File: src/rtl/un_striper_pkg.sv
// Shared lane definitions for the striper / un_striper pair.
// Both sides agree on word width, lane count and which lane carries even words.
package un_striper_pkg;
  localparam int   DATA_W_DEF = 32;
  localparam int   LANES      = 2;
  localparam logic LANE0      = 1'b0;
  localparam logic LANE1      = 1'b1;
endpackage

File: src/rtl/un_striper_lane_fifo.sv
// Small synchronous per-lane FIFO with a combinational head.
// A full FIFO that is popped on an edge still accepts a push on that edge.
module lane_fifo
  import un_striper_pkg::*;
#(
  parameter int DATA_W = DATA_W_DEF,
  parameter int DEPTH  = 4
) (
  input  logic              clk_2f,
  input  logic              reset,
  input  logic              push,
  input  logic              pop,
  input  logic [DATA_W-1:0] din,
  output logic [DATA_W-1:0] dout,
  output logic              full,
  output logic              empty
);
  localparam int AW = $clog2(DEPTH);
  localparam int CW = AW + 1;

  logic [DATA_W-1:0] mem_q [DEPTH];
  logic [AW-1:0]     wr_ptr_q, wr_ptr_d;
  logic [AW-1:0]     rd_ptr_q, rd_ptr_d;
  logic [CW-1:0]     count_q, count_d;
  logic              do_push, do_pop;

  assign full    = (count_q == CW'(DEPTH));
  assign empty   = (count_q == '0);
  assign do_pop  = pop && !empty;
  assign do_push = push && (!full || do_pop);
  assign dout    = mem_q[rd_ptr_q];

  // Pointers are AW bits wide, so the increment wraps modulo DEPTH.
  always_comb begin
    wr_ptr_d = wr_ptr_q;
    rd_ptr_d = rd_ptr_q;
    count_d  = count_q + CW'(do_push) - CW'(do_pop);
    if (do_push) wr_ptr_d = wr_ptr_q + 1'b1;
    if (do_pop)  rd_ptr_d = rd_ptr_q + 1'b1;
  end

  always_ff @(posedge clk_2f) begin
    if (reset) begin
      wr_ptr_q <= '0;
      rd_ptr_q <= '0;
      count_q  <= '0;
    end else begin
      wr_ptr_q <= wr_ptr_d;
      rd_ptr_q <= rd_ptr_d;
      count_q  <= count_d;
    end
  end

  always_ff @(posedge clk_2f) begin
    if (do_push) mem_q[wr_ptr_q] <= din;
  end
endmodule

File: src/rtl/un_striper.sv
// Merges even (lane 0) and odd (lane 1) words back into one ordered stream.
// A select bit drains the lane FIFOs strictly alternately, stalling on an empty head.
module un_striper
  import un_striper_pkg::*;
#(
  parameter int DATA_W = DATA_W_DEF,
  parameter int DEPTH  = 4
) (
  input  logic              clk_2f,
  input  logic              reset,
  input  logic [DATA_W-1:0] lane_0,
  input  logic              valid_0,
  input  logic [DATA_W-1:0] lane_1,
  input  logic              valid_1,
  output logic [DATA_W-1:0] data_out,
  output logic              valid_out,
  output logic              err_overflow
);
  logic [LANES-1:0]  push_v, pop_v, full_v, empty_v, drop_v;
  logic [DATA_W-1:0] din  [LANES];
  logic [DATA_W-1:0] head [LANES];

  logic              sel_q, sel_d;
  logic [DATA_W-1:0] data_q, data_d;
  logic              valid_q, valid_d;
  logic              err_q, err_d;

  assign din[LANE0]    = lane_0;
  assign din[LANE1]    = lane_1;
  assign push_v[LANE0] = valid_0;
  assign push_v[LANE1] = valid_1;

  generate
    for (genvar gi = 0; gi < LANES; gi++) begin : g_lane
      // Only the selected lane may be popped; the other waits its turn.
      assign pop_v[gi]  = (int'(sel_q) == gi) && !empty_v[gi];
      assign drop_v[gi] = push_v[gi] && full_v[gi] && !pop_v[gi];

      lane_fifo #(
        .DATA_W (DATA_W),
        .DEPTH  (DEPTH)
      ) u_fifo (
        .clk_2f (clk_2f),
        .reset  (reset),
        .push   (push_v[gi]),
        .pop    (pop_v[gi]),
        .din    (din[gi]),
        .dout   (head[gi]),
        .full   (full_v[gi]),
        .empty  (empty_v[gi])
      );
    end
  endgenerate

  always_comb begin
    sel_d   = sel_q;
    data_d  = data_q;
    valid_d = 1'b0;
    err_d   = err_q | (|drop_v);
    if (!empty_v[sel_q]) begin
      data_d  = head[sel_q];
      valid_d = 1'b1;
      sel_d   = ~sel_q;
    end
  end

  always_ff @(posedge clk_2f) begin
    if (reset) begin
      sel_q   <= LANE0;
      data_q  <= '0;
      valid_q <= 1'b0;
      err_q   <= 1'b0;
    end else begin
      sel_q   <= sel_d;
      data_q  <= data_d;
      valid_q <= valid_d;
      err_q   <= err_d;
    end
  end

  assign data_out     = data_q;
  assign valid_out    = valid_q;
  assign err_overflow = err_q;
endmodule

File: config.mk
export PLATFORM = sky130hd
export DESIGN_NAME = un_striper
export DESIGN_NICKNAME = d
export VERILOG_FILES = /design/src/rtl/un_striper_pkg.sv /design/src/rtl/un_striper_lane_fifo.sv /design/src/rtl/un_striper.sv
export SDC_FILE = /design/constraint.sdc
export NUM_CORES = 1
export LEC_CHECK = 0
export CORE_MARGIN = 3
export CORE_UTILIZATION = 57
export CTS_CLUSTER_DIAMETER = 100
export CTS_CLUSTER_SIZE = 20
export DETAILED_ROUTE_END_ITERATION = 16
export GPL_TIMING_DRIVEN = 0
export PLACE_DENSITY = 0.79
export SLEW_MARGIN = 20
export SYNTH_ARGS = -nofsm -noshare
export SYNTH_HDL_FRONTEND = slang
export SYNTH_SLANG_ARGS = --single-unit
File: constraint.sdc
create_clock -name clk_2f -period 2.7 [get_ports clk_2f]
set_input_delay 0.54 -clock clk_2f [delete_from_list [all_inputs] [get_ports clk_2f]]
set_output_delay 0.54 -clock clk_2f [all_outputs]
set_load 0.05 [all_outputs]
==> results.ini, run 1 <==
[flow_run]
max_cap_violations = 0

[worst_setup_path]
cp.arrival_ns = 2.91
cp_num_buf_inv = 3
cp_max_fo = 7
path_cells = o31ai_2 -> inv_2 -> ha_1 -> inv_1 -> ha_1 -> inv_1 -> fa_1 -> xor2_1 -> and2_1 -> nor3_1
reg2reg_slack_ns = 0.21
worstReg2RegStart = g_lane[1].u_fifo.count_q[1]
critical_path.endpoint = g_lane[1].u_fifo.count_q[2]
critical_path.slowest_cell = o31ai_2
worst_path_dominant_cell_family = adder cells
r2r_end = g_lane[1].u_fifo.count_q[2]
startpoint_type = register
end_kind = register
crit_type = reg -> reg
max_stage_delay_ns = 0.49
startpoint = g_lane[1].u_fifo.count_q[1]
crit_required_ns = 3.12
critical_path_depth = 10
reg2reg_depth = 10

[drt]
drt-vias-per-instance = 5.95
drt-pass1-iter-count = 5
drc = 0
wl_microns = 23800
num_vias = 6324
wl_per_cell_microns = 22.4
antenna_left = 0
first_iter_violations = 418

[clock_tree]
cts_buffers = 19
cts_sinks = 309
clockBufferDepth = 3
cts_tree = yes
path_clk_slew_ns = 0.08
ctsHoldBuffers = 0
root_buffer = clkbuf_16
clock_latency_ns = 0.50
htreeDepth = 1

[grt]
grt_usage = 0.210
grt_pass1_vias = 6413
grt_pass1_wl_microns = 35500
grt_max_degree = 29
grt_use_met3 = 0.0419
grt_overflow = 0
met1_usage = 0.284
busiest_layer = met2
antenna_found_initial = 1
use_met2 = 0.350

[finish]
drive_gt1_frac = 0.109
syn_to_final_growth_pct = 17.7
final_common_cell = edfxtp_1
fin_nets = 866
layout_common_cells = 256 x edfxtp_1, 104 x mux2i_1, 101 x clkdlybuf4s50_1

[synthesis]
yosys_warnings = 0
avgSynthCellArea_sq_um = 17.8
syn-cell-area_sq_um = 11700
synth_edf_count = 256
ys_types = 42
synth-main-ff-cell = edfxtp_1
ys_ff_latch = 309
synth_cells = 654
seq_area_frac_synth = 0.749
syn_nets = 736
async_flop_share = 0

[power]
irDropWorstVdd_v = 0.000753
finalPower_mw = 13.0
power.density_nw_per_um2 = 945
p_leak_nw = 4.48

[place]
pre_cts_slack_ns = 0.184
io_buffers = 101
gp_congestion = 0.862
dp_hpwl_microns = 15900

[timing]
max-slew-margin-rel = 0.442
fin_setup_tns_ns = 0
finalSetupViolCount = 0
hold_viol = 0
slew_viol_final = 0
fin_crit_sh = 0.922
worst_pin_slew_ns = 0.837
worst_slack_ns = 0.211
fin_crit_ns = 2.49
max_freq_mhz = 402
finalClockSkew_ns = 0.0124
rsz0062_at_grt = no

[floorplanning]
core.rowCount = 51
initial_core_util = 0.590
die_x_microns = 149
die_h_microns = 149
dieArea_sq_um = 22200
io_pins = 102
core_area_sq_um = 19800

[outcome]
status = completed

[min_path]
hold_class = reg -> reg

## how the worst min path moves through the flow
stage,cells past startpoint,endpoint,from,slack [ns]
after floorplan,2,register,g_lane[0].u_fifo.rd_ptr_q[1],0.45
after global placement,1,data_out[5],data_out[5],0.45
after detailed placement,1,data_out[14],data_out[14],0.45
after CTS,1,data_out[14],data_out[14],0.47
after global routing,1,data_out[14],data_out[14],0.49
final,1,data_out[14],data_out[14],0.47
## metal layers
metal  share of wire  routed length, microns  up-vias
li1                -                       -     2889
met1            0.40                    9590     3161
met2            0.50                   11900      223
met3           0.068                    1620       49
met4           0.028                     667        2
met5         0.00034                       8        -
## layout make-up
type / count / area [sq um]
clock inverters: 2 / 25.0
clock buffers: 32 / 524
flip-flops and latches: 309 / 8750
multi-input cells: 292 / 2700
repair buffers: 109 / 1170
fillers: 1286 / 6040
inverters: 16 / 60.1
well taps: 265 / 332
diodes: 1 / 2.50
plain buffers: 37 / 183
## flip-flops by register name, summed over array words and instances (netlist names), named ones only
name / count
valid_out: 1
err_overflow: 1
g_lane.u_fifo.count_q: 6
g_lane.u_fifo.wr_ptr_q: 4
g_lane.u_fifo.rd_ptr_q: 4
sel_q: 1
data_out: 32
g_lane.u_fifo.mem_q: 256
## logic make-up after synthesis
kind of cell	count (synthesis)	synth area share
muxes	119	0.115
xor gates and xnor gates	3	0.00225
buffers and inverters	53	0.0208
DFF	309	0.749
adders and majority gates	14	0.0163
and+or+nand+nor	54	0.0271
AOI/OAI and AO/OA	102	0.0688
## cell usage after synthesis, types with 2 or more instances
cell type	instances	area (sq um)
ha_1	12	150
a21oi_1	11	55.1
buf_1	2	7.51
mux2_2	3	33.8
fa_1	2	40.0
o21ai_0	6	30.0
and3_1	8	50.1
nor2b_1	4	25.0
nor3_1	7	35.0
a32o_1	26	260
inv_1	15	56.3
mux4_2	12	270
dfxtp_1	53	1060
edfxtp_1	256	7690
nor2_1	14	52.6
mux2i_1	104	1040
xor2_1	2	17.5
nand3_1	5	25.0
clkbuf_1	7	26.3
buf_2	25	125
a22oi_1	52	390
and2_1	3	18.8
a22o_1	3	26.3
nor4_1	4	25.0
## report_power, final
group / internal (mW) / switching, mW
clock network: 1.35 / 1.45
logic: 1.63 / 2.51
registers: 5.75 / 0.288
total: 8.74 / 4.24
## what timing repair did
| action | in CTS | in global routing |
|---|---|---|
| endpoints found under the setup margin | 0 | 1 |
| setup buffers | 0 | 0 |
| gates resized for setup | 0 | 1 |
## stage by stage
step | std cells | utilization | hold slack, ns | area [sq um]
after floorplan | 654 | - | 0.453 | 11700
after global placement | 1020 | 0.658 | 0.450 | 13000
after detailed placement | 1028 | 0.667 | 0.455 | 13200
after CTS | 1062 | 0.694 | 0.474 | 13700
after global routing | 1062 | 0.695 | 0.487 | 13700
final | 1063 | 0.695 | 0.473 | 13700
(Power assumes the default switching activity.)
==> inputs of run 2 (changes only) <==
- CTS_CLUSTER_SIZE: 20 -> 24
==> run 2 against run 1 <==
Effect of this change:
- global-route usage shrank 0.31 points
- core utilization shrank 0.41 points
- clock-buffer cell count shrank 5
- design area shrank 0.59%
- clock power shrank 8.6%
- critical path depth is the same
- hold slack gained 0.0032 ns
- fmax shrank 1.1%
- sequential power is essentially flat
- routed wire length shrank 1.6%
- total power shrank 2.1%
- register-to-register slack lost 0.03 ns
- critical path type unchanged
==> results.ini, run 2 (synthesis gave the netlist of run 1 again) <==
[floorplanning]
initial_core_util = 0.590
io_pins = 102
core_area_sq_um = 19800
die_h_microns = 149
dieArea_sq_um = 22200
die_x_microns = 149
core.rowCount = 51

[place]
gp_congestion = 0.862
io_buffers = 101
dp_hpwl_microns = 15900
postPlaceCellArea_sq_um = 13200

[finish]
layout_common_cells = 256 x edfxtp_1, 104 x mux2i_1, 101 x clkdlybuf4s50_1
largest-register = g_lane.u_fifo.mem_q
fin_area_sq_um = 13700
final_common_cell = edfxtp_1
largest_reg_flops = 256
syn_to_final_growth_pct = 17.0
fin_nets = 863
drive_gt1_frac = 0.106

[drt]
wl_microns = 23400
drc = 0
drt-vias-per-instance = 5.93
antenna_left = 0
first_iter_violations = 505
drt-pass1-iter-count = 5
num_vias = 6265
wl_per_cell_microns = 22.2

[power]
power.density_nw_per_um2 = 930
finalPower_mw = 12.7
p_leak_nw = 4.44
irDropWorstVdd_v = 0.000752

[clock_tree]
cts_tree = yes
clockBufferDepth = 3
clock_latency_ns = 0.49
cts_sinks = 309
cts_setup_buffers = 0
cts_buffers = 16
root_buffer = clkbuf_16
path_clk_slew_ns = 0.09
htreeDepth = 1

[grt]
grt_pass1_vias = 6402
antenna_found_initial = 1
grt_usage = 0.207
grt_max_degree = 29
grt_overflow = 0
grt_pass1_wl_microns = 35100

[timing]
fin_crit_sh = 0.933
rsz0062_at_grt = no
hold_viol = 0
max-slew-margin-rel = 0.466
finalSetupViolCount = 0
max_freq_mhz = 397
finalClockSkew_ns = 0.00740
slew_viol_final = 0
fin_crit_ns = 2.52
worst_pin_slew_ns = 0.802

[min_path]
holdPathStages = 1
hold_class = reg -> reg

[worst_setup_path]
cp_max_fo = 7
crit_type = reg -> reg
crit_required_ns = 3.11
end_kind = register
cp.arrival_ns = 2.93
startpoint_type = register
reg2reg_depth = 10

[flow_run]
max_cap_violations = 0

[outcome]
status = completed

## run 2: cell count changes in the layout (fill, tap and decap cells not counted), sizes merged
cell    previous run  this run
clkbuf            40        35
inv               17        16
## run 2: what timing repair did
action	4_1_cts	5_1_grt
hold buffers	0	0
setup endpoints to repair	0	1
gates resized for setup	0	1
## run 2: worst max-delay path: stages, from the launching register on
cell,delay [ns]
dfxtp_1,0.40
o31ai_2,0.50
inv_2,0.14
ha_1,0.31
inv_1,0.06
ha_1,0.14
inv_1,0.05
fa_1,0.38
xor2_1,0.17
and2_1,0.17
nor3_1,0.12
## run 2: layout make-up
cell class                 instances  area, sq um
sequential                       309         8750
clock inverter                     1         5.00
tap                              265          332
inverter                          16         60.1
timing repair buffer             109         1170
antenna                            1         2.50
clock buffer                      27          463
buffer                            37          183
multi-input combinational        292         2700
fill                            1289         6120
## run 2: final timing paths
| path | from | endpoint | slack, ns |
|---|---|---|---|
| setup / recovery | g_lane[1].u_fifo.count_q[1] | g_lane[1].u_fifo.count_q[2] | 0.18 |
| hold / removal | data_out[14] | data_out[14] | 0.48 |
| setup reg to reg | g_lane[1].u_fifo.count_q[1] | g_lane[1].u_fifo.count_q[2] | 0.18 |
| hold reg to reg | data_out[14] | data_out[14] | 0.48 |
## run 2: routing by layer
layer,vias up,part of all wire,GRT usage
met5,-,0.00034,0
met4,2,0.026,0.0581
met2,215,0.50,0.348
li1,2860,-,-
met3,39,0.072,0.0416
met1,3149,0.40,0.277
## run 2: stage by stage
stage          utilization  hold WS [ns]  setup WS [ns]  setup TNS [ns]  instances
6_report             0.691         0.476          0.182               0       1057
5_1_grt              0.690         0.491         0.0737               0       1056
4_1_cts              0.690         0.477          0.181               0       1056
3_5_place_dp         0.667         0.455          0.184               0       1028
3_3_place_gp         0.658         0.450         -0.275          -64.56       1020
2_1_floorplan            -         0.453          0.477               0        654
## run 2: power by group
| group | internal, mW | switching, mW | leakage, nW |
|---|---|---|---|
| sequential | 5.75 | 0.282 | 2.79 |
| combinational | 1.63 | 2.48 | 1.43 |
| clock | 1.19 | 1.37 | 0.225 |
| total | 8.57 | 4.13 | 4.44 |
